--- src/rtl/pattern_pkg.sv ---
// Shared definitions for the pattern transmitter and its partner detector.
package pattern_pkg;

   // Pattern is sent MSB first: "b", "o", "m", "b".
   localparam logic [31:0] DEFAULT_PATTERN   = 32'h626F6D62;
   localparam logic [7:0]  DEFAULT_IDLE_BYTE = 8'h00;

   typedef enum logic [2:0] {
      ST_IDLE,
      ST_SEND,
      ST_WAIT_FOUND,
      ST_ACK_LOW,
      ST_ACK_HIGH
   } tx_state_e;

   // Byte idx of the pattern, idx 0 being the most significant byte.
   function automatic logic [7:0] pattern_byte(input logic [31:0] pat, input logic [1:0] idx);
      logic [7:0] b;
      case (idx)
         2'd0:    b = pat[31:24];
         2'd1:    b = pat[23:16];
         2'd2:    b = pat[15:8];
         default: b = pat[7:0];
      endcase
      return b;
   endfunction

endpackage

--- src/rtl/pattern_timeout_counter.sv ---
// Clearable up-counter with a flag marking the last cycle of a LIMIT-cycle window.
module pattern_timeout_counter
   import pattern_pkg::*;
#(
   parameter int unsigned LIMIT = 16
) (
   input  logic                         clk,
   input  logic                         reset_sync,
   input  logic                         i_clear,
   input  logic                         i_enable,
   output logic [$clog2(LIMIT+1)-1:0]   o_count,
   output logic                         o_terminal
);

   localparam int unsigned CW = $clog2(LIMIT + 1);

   logic [CW-1:0] r_count;

   // Count cycles since the last clear; saturate so an idle counter never wraps.
   always_ff @(posedge clk or negedge reset_sync) begin
      if (!reset_sync) begin
         r_count <= '0;
      end else if (i_clear) begin
         r_count <= '0;
      end else if (i_enable && (r_count != CW'(LIMIT))) begin
         r_count <= r_count + CW'(1);
      end
   end

   assign o_count    = r_count;
   assign o_terminal = (r_count == CW'(LIMIT - 1));

endmodule

--- src/rtl/pattern_sequence_tx.sv ---
// Transmit side of the pattern detector link: sends the 4-byte pattern,
// waits for found_pattern, runs the ack-low/ack-high release and reports.
//
// state         | meaning
// --------------+---------------------------------------------------------
// ST_IDLE       | data=IDLE_BYTE, ack=1, waiting for start
// ST_SEND       | one pattern byte per cycle, byte_idx 0..3
// ST_WAIT_FOUND | waiting up to TIMEOUT cycles for found_pattern=1
// ST_ACK_LOW    | ack held low for ACK_LOW_CYCLES cycles
// ST_ACK_HIGH   | ack high, waiting up to TIMEOUT cycles for found_pattern=0
module pattern_sequence_tx
   import pattern_pkg::*;
#(
   parameter logic [31:0] PATTERN        = DEFAULT_PATTERN,
   parameter logic [7:0]  IDLE_BYTE      = DEFAULT_IDLE_BYTE,
   parameter int unsigned ACK_LOW_CYCLES = 2,
   parameter int unsigned TIMEOUT        = 16,
   parameter int unsigned MAX_RETRIES    = 2
) (
   input  logic       clk,
   input  logic       reset_sync,
   input  logic       start,
   input  logic       found_pattern,
   output logic [7:0] data,
   output logic       ack,
   output logic       busy,
   output logic       done,
   output logic       error,
   output logic [1:0] retries_used
);

   localparam int unsigned CNT_W = $clog2(TIMEOUT + 1);

   tx_state_e  r_state;
   tx_state_e  w_next_state;
   logic [1:0] r_byte_idx;
   logic [1:0] w_next_idx;
   logic [1:0] r_retries;
   logic [1:0] w_next_retries;
   logic [7:0] r_data;
   logic       r_ack;
   logic       r_done;
   logic       r_error;
   logic       w_done_set;
   logic       w_error_set;
   logic       w_cnt_clear;
   logic       w_terminal;
   logic [CNT_W-1:0] w_count;

   // One counter serves every timed state; it restarts on each state change.
   assign w_cnt_clear = (w_next_state != r_state);

   pattern_timeout_counter #(
      .LIMIT (TIMEOUT)
   ) u_timeout (
      .clk        (clk),
      .reset_sync (reset_sync),
      .i_clear    (w_cnt_clear),
      .i_enable   (1'b1),
      .o_count    (w_count),
      .o_terminal (w_terminal)
   );

   // Next-state, byte index, retry bookkeeping and completion strobes.
   always_comb begin
      w_next_state   = r_state;
      w_next_idx     = r_byte_idx;
      w_next_retries = r_retries;
      w_done_set     = 1'b0;
      w_error_set    = 1'b0;
      case (r_state)
         ST_IDLE: begin
            if (start) begin
               w_next_state   = ST_SEND;
               w_next_idx     = 2'd0;
               w_next_retries = 2'd0;
            end
         end
         ST_SEND: begin
            if (r_byte_idx == 2'd3) begin
               w_next_state = ST_WAIT_FOUND;
            end else begin
               w_next_idx = r_byte_idx + 2'd1;
            end
         end
         ST_WAIT_FOUND: begin
            if (found_pattern) begin
               w_next_state = ST_ACK_LOW;
            end else if (w_terminal) begin
               if (r_retries < 2'(MAX_RETRIES)) begin
                  w_next_retries = r_retries + 2'd1;
                  w_next_idx     = 2'd0;
                  w_next_state   = ST_SEND;
               end else begin
                  w_error_set  = 1'b1;
                  w_next_state = ST_IDLE;
               end
            end
         end
         ST_ACK_LOW: begin
            if (w_count == CNT_W'(ACK_LOW_CYCLES - 1)) begin
               w_next_state = ST_ACK_HIGH;
            end
         end
         ST_ACK_HIGH: begin
            if (!found_pattern) begin
               w_done_set   = 1'b1;
               w_next_state = ST_IDLE;
            end else if (w_terminal) begin
               w_error_set  = 1'b1;
               w_next_state = ST_IDLE;
            end
         end
         default: begin
            w_next_state = ST_IDLE;
         end
      endcase
   end

   // State and outputs; data/ack are decoded from the next state so they line up with it.
   always_ff @(posedge clk or negedge reset_sync) begin
      if (!reset_sync) begin
         r_state    <= ST_IDLE;
         r_byte_idx <= 2'd0;
         r_retries  <= 2'd0;
         r_data     <= IDLE_BYTE;
         r_ack      <= 1'b1;
         r_done     <= 1'b0;
         r_error    <= 1'b0;
      end else begin
         r_state    <= w_next_state;
         r_byte_idx <= w_next_idx;
         r_retries  <= w_next_retries;
         r_data     <= (w_next_state == ST_SEND) ? pattern_byte(PATTERN, w_next_idx) : IDLE_BYTE;
         r_ack      <= (w_next_state != ST_ACK_LOW);
         r_done     <= w_done_set;
         r_error    <= w_error_set;
      end
   end

   assign data         = r_data;
   assign ack          = r_ack;
   assign busy         = (r_state != ST_IDLE);
   assign done         = r_done;
   assign error        = r_error;
   assign retries_used = r_retries;

endmodule
--- config.mk ---
export PLATFORM = sky130hd
export DESIGN_NAME = pattern_sequence_tx
export DESIGN_NICKNAME = d
export VERILOG_FILES = /design/src/rtl/pattern_pkg.sv /design/src/rtl/pattern_timeout_counter.sv /design/src/rtl/pattern_sequence_tx.sv
export SDC_FILE = /design/constraint.sdc
export NUM_CORES = 1
export LEC_CHECK = 0
export ABC_CLOCK_PERIOD_IN_PS = 5950
export BUFFER_PORTS_ARGS = -buffer_cell sky130_fd_sc_hd__buf_2
export CORE_MARGIN = 2
export CORE_UTILIZATION = 59
export CTS_CLUSTER_DIAMETER = 80
export DETAILED_ROUTE_END_ITERATION = 16
export GPL_TIMING_DRIVEN = 0
export PLACE_DENSITY = 0.83
export SYNTH_ARGS = -nofsm -noshare
export SYNTH_HDL_FRONTEND = slang
export SYNTH_HIERARCHICAL = 1
export SYNTH_SLANG_ARGS = --single-unit
--- constraint.sdc ---
create_clock -name clk -period 5.95 [get_ports clk]
set_input_delay 0.595 -clock clk [delete_from_list [all_inputs] [get_ports clk]]
set_output_delay 0.595 -clock clk [all_outputs]
set_load 0.005 [all_outputs]
==> results of run 1 <==
[final timing paths]
path,startpoint,end,slack [ps]
max in group asynchronous,reset_sync,ack,5420
worst max register to register,u_timeout/o_count[1],u_timeout/o_count[1],3570
worst min register to register,retries_used[0],retries_used[0],570
min in group clk,found_pattern,done,560
worst min-delay path,reset_sync,retries_used[0],210
worst max-delay path,u_timeout/o_count[1],u_timeout/o_count[1],3570
[registers in the layout, summed over array words and instances, names as in the netlist]
signal,cells
ack,1
data,3
done,1
error,1
r_byte_idx,2
r_state,3
retries_used,2
u_timeout/o_count,5
[per-stage QoR]
step	cells	area (sq um)	utilization, %
after global placement	157	1230	70.3
after detailed placement	157	1230	70.3
after CTS	161	1250	71.8
after floorplan	117	1120	-
after global routing	161	1250	71.8
final	161	1250	71.8
[worst max-delay path, delay by kind of cell (launching register included)]
family	cells	cell delay (ps)
multiplexers	1	120
AND/OR/NAND/NOR	3	650
AO/OA/AOI/OAI	3	570
adder cells (fa/ha/maj)	2	500
flip-flops	1	460
[cells in the final DEF (no fill, tap or decap), types with 2 or more instances in the layout]
cell	synthesis	layout
a21oi_1	4	4
a31o_2	2	2
a31oi_1	5	5
and3_1	2	2
buf_2	1	16
buf_4	5	5
buf_6	2	2
clkbuf_1	1	2
clkbuf_4	0	3
conb_1	2	7
dfrtp_1	17	17
ha_1	4	4
inv_1	8	8
nand2_1	8	8
nand2b_1	2	2
nand3_1	3	3
nor2_1	8	8
nor3_1	3	3
o2111ai_1	2	2
o21a_1	2	2
o21ai_0	5	5
[power by group through the flow]
stage | registers, mW | logic [mW] | clock network (mW)
floorplan | 0.194 | 0.248 | 0
global placement | 0.197 | 0.307 | 0
detailed placement | 0.200 | 0.322 | 0
CTS | 0.198 | 0.323 | 0.0678
global route | 0.202 | 0.368 | 0.0739
finish | 0.199 | 0.322 | 0.0662
[per-layer routing]
layer,up-vias,GRT usage (%),routed length (um)
li1,436,-,-
met5,-,0,0
met3,13,4.23,112
met4,0,15.6,82
met2,40,37.0,1030
met1,429,30.5,1020
[kinds of logic after synthesis]
family	share of synthesized area, %
buf+inv	8.97
mux	3.29
other cells	0.681
xor+xnor	0.795
compound gates	20.4
fa+ha+maj	4.54
flops	41.0
simple gates	20.3
[layout make-up]
cell class	instances	area (sq um)
tap	25	31.3
buffer	9	68.8
sequential	18	452
timing repair buffer	15	75.1
clock buffer	4	26.3
multi-input combinational	82	571
fill	139	492
inverter	8	30.0
==> impl_metrics.csv, run 1 <==
group,metric,value,unit
logic_synthesis,synth_edf_count,0,
floorplan,io_pins,18,
clock_tree,cts_tree,"built",
power_and_ir_drop,p_sw,0.249,mW
setup_path,crit_chain,"ha_1 -> and3_1 -> ha_1 -> and2b_2 -> o21ai_2 -> a21o_2 -> o2111ai_1 -> nand2b_1 -> mux2i_1",
placement,dp_worst_setup_slack,3630,ps
power_and_ir_drop,seqPwrFrac,33.9,%
clock_tree,cts-htree-levels,1,
clock_tree,clkLatencyLatePin,300,ps
run,maxCapViolCount,0,
power_and_ir_drop,p_leak,0.597,nW
placement,io_buffers,15,
power_and_ir_drop,p_sw_share,42.4,%
global_route,antenna_found_initial,0,
setup_path,crit_path_max_incr_delay,460,ps
clock_tree,cts_buffers,3,
global_route,grt_pass1_wl,3650,um
logic_synthesis,yosys-top-cells-area,"dfrtp_1, ha_1, buf_4, a31oi_1, inv_1",
setup_path,r2r_cells,9,
logic_synthesis,ys.flop_type,"dfrtp_1",
power_and_ir_drop,p_total,0.587,mW
logic_synthesis,ys_types,46,
timing,tns,0,ps
timing,relSlewSlack,62.6,%
route,drt_wl_total,2250,um
timing,setup_violations,0,
worst_hold_path,hold_path.class,"input port to asynchronous set/reset pin",
final_layout,n_antenna_cell,0,
clock_tree,post_cts_resized,0,
clock_tree,clk_pin_slew_worst_paths,100,ps
timing,worst_slack,3570,ps
timing,rsz0062_at_grt,"false",
timing,final-hold-violation-count,0,
power_and_ir_drop,combinationalPowerShare,54.8,%
route,drtIter0Drc,19,
timing,maxSlewViolCount,0,
timing,fin_crit_sh,40.0,%
logic_synthesis,synth_top_area_cell,"dfrtp_1",
setup_path,cp_data_arrival_time,2620,ps
final_layout,nets,145,
global_route,grt_pass1_vias,813,
route,final_antenna_net_count,0,
setup_path,path_common_cell,"ha_1",
power_and_ir_drop,cell_internal_pwr,0.338,mW
floorplan,dieArea,0.00223,sq mm
clock_tree,hold_buffers,0,
timing,clock_skew,0.784,ps
route,drc,0,
floorplan,start_util,63.2,%
logic_synthesis,ys_ff_latch,18,
placement,place_congestion,0.860,
floorplan,die_h,47.2,um
logic_synthesis,synth_area,0.00110,sq mm
logic_synthesis,yosysWarnings,6,
power_and_ir_drop,pwr-share-clk,11.3,%
final_layout,drive_gt1_share,32.4,%
global_route,grt_max_degree,19,
power_and_ir_drop,ir_worst_vdd,339,uV
route,vias_per_cell,5.70,
setup_path,start_kind,"register",
floorplan,coreArea,0.00175,sq mm
setup_path,critPathKind,"register to register",
clock_tree,clock_path_buffers,2,
timing,finalCriticalPeriod,2380,ps
global_route,grt_usage,24.0,%
logic_synthesis,ys_async_sr_fraction,100,%
route,num_vias,918,
global_route,overflow,0,
floorplan,die_w,47.2,um
clock_tree,cts_root_buffer,"clkbuf_4",
final_layout,area_growth,13.7,%
logic_synthesis,yosys.area.top_type_share,38.6,%
clock_tree,postCtsSetupBuffers,0,
logic_synthesis,avgSynthCellArea,9.84,sq um
setup_path,crit_path_end_kind,"register",
logic_synthesis,synth_commonest_cells,"dfrtp_1, inv_1, nand2_1, nor2_1",
setup_path,cpMaxStageDelayCell,"dfrtp_1",
setup_path,critPathRequiredTime,6190,ps
logic_synthesis,yosysMostFrequentCell,"dfrtp_1",
timing,maxClockFrequency,0.420,GHz
route,firstDrtPassIters,4,
setup_path,worstPathMaxFanout,7,
floorplan,fp-row-count,15,
timing,whs,206,ps
logic_synthesis,ys_seq_area_share,41.0,%
clock_tree,clkSinkCount,18,
placement,dp.final_hpwl,1640,um
route,wire_per_inst,14.0,um
power_and_ir_drop,pwr_density_cell,468,mW/mm^2
status,status,"completed",
timing,worst_slew_pin_slew,560,ps
logic_synthesis,synthCells,112,
Note: power is estimated with default switching activity, not from simulation.
==> run 2, diff against run 1 <==
--- a/config.mk
+++ b/config.mk
@@ -5,14 +5,14 @@
 export SDC_FILE = /design/constraint.sdc
 export NUM_CORES = 1
 export LEC_CHECK = 0
-export ABC_CLOCK_PERIOD_IN_PS = 5950
+export ABC_CLOCK_PERIOD_IN_PS = 2190
 export BUFFER_PORTS_ARGS = -buffer_cell sky130_fd_sc_hd__buf_2
 export CORE_MARGIN = 2
-export CORE_UTILIZATION = 59
+export CORE_UTILIZATION = 49
 export CTS_CLUSTER_DIAMETER = 80
 export DETAILED_ROUTE_END_ITERATION = 16
 export GPL_TIMING_DRIVEN = 0
-export PLACE_DENSITY = 0.83
+export PLACE_DENSITY = 0.74
 export SYNTH_ARGS = -nofsm -noshare
 export SYNTH_HDL_FRONTEND = slang
 export SYNTH_HIERARCHICAL = 1
==> constraint.sdc (replaced) <==
create_clock -name clk -period 2.19 [get_ports clk]
set_input_delay 0.219 -clock clk [delete_from_list [all_inputs] [get_ports clk]]
set_output_delay 0.219 -clock clk [all_outputs]
set_load 0.005 [all_outputs]
==> run 2 against run 1 <==
Effect of this change: clock power rose to 3.1 times the previous value; critical path type unchanged; critical path depth is 1 lower; die area grew 19%; wire length fell by 2.4%; largest cell class unchanged; total power grew to 3.0 times the previous value; final cell count rose by 4.3%; combinational power grew to 3.1 times the previous value; first-iteration DRC count fell by 11%; sequential share of layout area down 2.4 points; clock skew increased by 12 ps; fmax grew 14%; via count is 1.2% lower.
==> impl_metrics.csv, run 2 (synthesized netlist as in run 1, its figures left out) <==
group,metric,value,unit
status,status,"completed",
floorplan,die_w,51.4,um
setup_path,cpMaxStageDelayCell,"dfrtp_1",
setup_path,crit_path_max_incr_delay,400,ps
route,firstDrtPassIters,4,
route,drtIter0Drc,17,
worst_hold_path,hp-start,"found_pattern",
clock_tree,cts_root_buffer,"clkbuf_4",
timing,maxClockFrequency,0.478,GHz
clock_tree,clock_path_buffers,2,
setup_path,cp_data_arrival_time,2300,ps
power_and_ir_drop,p_leak,0.622,nW
timing,whs,208,ps
floorplan,coreArea,0.00217,sq mm
setup_path,cp-endpoint,"data[3]",
route,drt_wl_total,2200,um
final_layout,final_cell_mix,"buf_2, dfrtp_1",
final_layout,n_antenna_cell,0,
placement,dpl_cell_area,0.00123,sq mm
global_route,grt_usage,18.6,%
timing,maxSlewViolCount,0,
placement,io_buffers,15,
timing,finalCriticalPeriod,2090,ps
route,wire_per_inst,13.1,um
setup_path,rrSetupSlack,100,ps
setup_path,critPathRequiredTime,2400,ps
route,vias_per_cell,5.40,
run,maxCapViolCount,0,
setup_path,crit_chain,"ha_2 -> and3_1 -> ha_4 -> nor3b_4 -> o21a_1 -> a31o_2 -> ha_1 -> nor3_2",
timing,rsz0062_at_grt,"false",
setup_path,crit_path_end_kind,"register",
setup_path,worstPathMaxFanout,7,
timing,clock_skew,13.0,ps
floorplan,dieArea,0.00265,sq mm
route,num_vias,907,
placement,dp.final_hpwl,1530,um
placement,place_congestion,0.930,
global_route,grt_max_degree,19,
final_layout,final_area,0.00135,sq mm
setup_path,reg2reg_from,"u_timeout/o_count[0]",
placement,dp_cells,160,
final_layout,largest_reg_flops,5,
final_layout,drive_gt1_share,38.6,%
floorplan,die_h,51.4,um
worst_hold_path,hold_path.class,"input port to register",
power_and_ir_drop,ir_worst_vdd,864,uV
final_layout,nets,149,
power_and_ir_drop,pwr_density_cell,1290,mW/mm^2
floorplan,io_pins,18,
clock_tree,cts_buffers,3,
global_route,grt_pass1_vias,851,
timing,fin_crit_sh,95.5,%
timing,final-hold-violation-count,0,
floorplan,start_util,50.8,%
clock_tree,clkSinkCount,18,
final_layout,area_growth,22.4,%
setup_path,reg2reg_to,"data[3]",
setup_path,critPathKind,"register to register",
global_route,overflow,0,
final_layout,final_cells,168,
global_route,grt_pass1_wl,3650,um
setup_path,start_kind,"register",
route,drc,0,
clock_tree,clkLatencyLatePin,300,ps
timing,setup_violations,0,
setup_path,r2r_cells,8,
route,final_antenna_net_count,0,
clock_tree,cts_tree,"built",
global_route,antenna_found_initial,0,
setup_path,startpoint,"u_timeout/o_count[0]",
floorplan,fp-row-count,17,
clock_tree,cts-htree-levels,1,
clock_tree,clk_pin_slew_worst_paths,110,ps
==> run 2: cell count changes in the layout (fill, tap and decap cells not counted), sizes merged <==
cell         previous run  this run
buf                    23        26
dlygate4sd3             0         1
==> run 2: where the power goes <==
group / internal (mW) / switching, mW / leakage (nW) / total [mW]
clock: 0.101 / 0.102 / 0.0210 / 0.203
combinational: 0.471 / 0.529 / 0.370 / 1.00
sequential: 0.438 / 0.0926 / 0.231 / 0.530
total: 1.01 / 0.723 / 0.622 / 1.73
==> run 2: worst max-delay path: cells and delay by family (launching register included) <==
family	cells	cell delay, ps
adders and majority gates	3	690
and+or+nand+nor	3	510
AOI/OAI and AO/OA	2	420
DFF	1	400
==> run 2: how the worst min path moves through the flow <==
stage,endpoint,slack (ps),depth (start not counted)
after floorplan,data[1],-80,0
after CTS,done,180,2
after detailed placement,done,170,1
after global placement,done,170,1
after global routing,done,210,2
final,done,210,2
==> run 2: through the flow <==
stage	setup slack [ps]	setup TNS, ps	total power [mW]	util [%]
floorplan	52.5	0	1.20	-
global placement	-133	-375	1.37	56.7
detailed placement	-214	-812	1.42	56.7
CTS	5.05	0	1.69	60.4
global route	3.63	0	1.87	62.2
finish	98.0	0	1.73	62.2
==> run 2: what timing repair did <==
item / 4_1_cts / 5_1_grt
gates cloned: 0 / 0
pin swaps: 0 / 1
resized for setup: 5 / 4
setup buffers: 2 / 1
hold buffers: 1 / 0
hold endpoints to repair: 17 / 0
endpoints found under the setup margin: 7 / 5
==> run 2: cell type report <==
type / instances / area [sq um]
Clock buffer: 4 / 36.3
Tap cell: 28 / 35.0
Fill cell: 183 / 821
Timing Repair Buffer: 19 / 108
Sequential cell: 18 / 453
Buffer: 9 / 68.8
Inverter: 8 / 30.0
Multi-Input combinational cell: 82 / 618
==> run 2: routing by layer <==
layer  share of wire, %  global-route usage, %  vias to the layer above
met5                  0                      0                        -
met4               0.64                   4.82                        0
met3                4.6                   5.56                        2
met2                 49                   31.0                       25
met1                 45                   23.4                      434
li1                   -                      -                      446
==> run 3, diff against run 2 <==
--- a/config.mk
+++ b/config.mk
@@ -8,11 +8,12 @@
 export ABC_CLOCK_PERIOD_IN_PS = 2190
 export BUFFER_PORTS_ARGS = -buffer_cell sky130_fd_sc_hd__buf_2
 export CORE_MARGIN = 2
-export CORE_UTILIZATION = 49
+export CORE_UTILIZATION = 35
 export CTS_CLUSTER_DIAMETER = 80
 export DETAILED_ROUTE_END_ITERATION = 16
 export GPL_TIMING_DRIVEN = 0
-export PLACE_DENSITY = 0.74
+export HOLD_SLACK_MARGIN = 0.08
+export PLACE_DENSITY = 0.56
 export SYNTH_ARGS = -nofsm -noshare
 export SYNTH_HDL_FRONTEND = slang
 export SYNTH_HIERARCHICAL = 1
==> run 3 against run 2 <==
Effect of this change: via count is 0.88% lower; setup slack better by 7.0 ps; final area is 1.9% higher; sequential share of layout area is 0.61 points lower; clock power is 7% higher; register-to-register slack hardly changed; largest cell class unchanged.
==> impl_metrics.csv, run 3 (synthesized netlist as in run 1, its figures left out) <==
group,metric,value,unit
clock_tree,cts-htree-levels,1,
timing,finalCriticalPeriod,2090,ps
placement,dp.final_hpwl,1550,um
placement,place_congestion,0.778,
power_and_ir_drop,p_leak,0.620,nW
clock_tree,clk_pin_slew_worst_paths,120,ps
clock_tree,cts_tree,"built",
clock_tree,clkSinkCount,18,
clock_tree,cts_buffers,3,
setup_path,crit_path_end_kind,"register",
clock_tree,clkLatencyLatePin,310,ps
timing,setup_violations,0,
placement,io_buffers,15,
final_layout,multiInputGateArea,623,sq um
route,firstDrtPassIters,4,
placement,dp_worst_setup_slack,-194,ps
route,final_antenna_net_count,0,
timing,final-hold-violation-count,0,
route,drtIter0Drc,50,
status,status,"completed",
timing,tns,0,ps
floorplan,dieArea,0.00361,sq mm
final_layout,drive_gt1_share,39.3,%
final_layout,n_antenna_cell,0,
timing,fin_crit_sh,95.2,%
timing,maxSlewViolCount,0,
route,num_vias,899,
floorplan,fp-row-count,20,
run,maxCapViolCount,0,
global_route,grt_pass1_vias,806,
final_layout,final_cell_mix,"buf_2, dfrtp_1",
route,drt_wl_total,2190,um
route,drc,0,
final_layout,largest_reg_flops,5,
clock_tree,cts_root_buffer,"clkbuf_4",
clock_tree,clock_path_buffers,2,
timing,maxClockFrequency,0.480,GHz
setup_path,worstPathMaxFanout,7,
global_route,antenna_found_initial,0,
global_route,grt_pass1_wl,3690,um
floorplan,coreArea,0.00303,sq mm
floorplan,die_w,60.1,um
global_route,overflow,0,
route,wire_per_inst,11.9,um
power_and_ir_drop,pwr_density_cell,1260,mW/mm^2
setup_path,critPathRequiredTime,2410,ps
floorplan,io_pins,18,
global_route,grt_usage,13.6,%
floorplan,die_h,60.1,um
setup_path,cp_data_arrival_time,2310,ps
power_and_ir_drop,p_total,1.74,mW
power_and_ir_drop,ir_worst_vdd,675,uV
final_layout,nFillCells,298,
worst_hold_path,hold_path.class,"input port to register",
final_layout,nets,149,
floorplan,start_util,36.4,%
timing,rsz0062_at_grt,"false",
final_layout,area_growth,24.6,%
route,vias_per_cell,4.89,
timing,worst_slack,105,ps
global_route,grt_max_degree,19,
setup_path,start_kind,"register",
timing,clock_skew,15.1,ps
final_layout,seq_area,453,sq um
setup_path,critPathKind,"register to register",
timing,whs,189,ps
-- run 3: through the flow --
| step | instances | cell area, sq um | util, % |
|---|---|---|---|
| 6_report | 184 | 1370 | 45.4 |
| 3_3_place_gp | 176 | 1250 | 41.3 |
| 2_1_floorplan | 117 | 1120 | - |
| 5_1_grt | 184 | 1370 | 45.4 |
| 4_1_cts | 183 | 1340 | 44.3 |
| 3_5_place_dp | 176 | 1250 | 41.3 |
-- run 3: cell type report --
class,instances,share of cell area (%)
Sequential cell,18,33.0
Tap cell,44,4.01
Multi-Input combinational cell,82,45.4
Inverter,8,2.19
Clock buffer,4,2.64
Buffer,9,5.01
Timing Repair Buffer,19,7.83
-- run 3: power by group --
| part | leakage, nW | internal, mW | switching (mW) |
|---|---|---|---|
| sequential | 0.231 | 0.437 | 0.0905 |
| combinational | 0.367 | 0.474 | 0.516 |
| clock | 0.0210 | 0.101 | 0.116 |
-- run 3: worst paths after layout --
kind / startpoint / endpoint / slack (ps) / depth (start not counted)
setup / recovery: u_timeout/o_count[1] / data[3] / 100 / 8
hold / removal: found_pattern / done / 190 / 2
setup reg to reg: u_timeout/o_count[1] / data[3] / 100 / 8
hold reg to reg: retries_used[0] / retries_used[0] / 570 / 1
max in group asynchronous: reset_sync / ack / 1490 / 2
min in group asynchronous: reset_sync / done / 350 / 2
-- run 3: critical path: stages (launching register included) --
cell,delay (ps)
dfrtp_2,420
ha_2,180
and3_4,170
ha_4,180
nor3b_4,170
o21a_1,180
a31o_2,250
ha_1,300
nor3_2,170
-- run 3: repair_timing --
action,CTS,global route
resized for setup,6,4
buffers inserted,2,1
setup endpoints to repair,7,3
endpoints found under the hold margin,17,0
hold buffers,1,0
pin swaps,0,0
gates cloned,0,0
-- run 3: layer usage --
layer,GRT usage (%),wire (um),vias up
li1,-,-,448
met1,18.4,1060,428
met2,21.4,996,21
met3,3.90,108,2
met4,2.86,20,0
met5,0,0,-
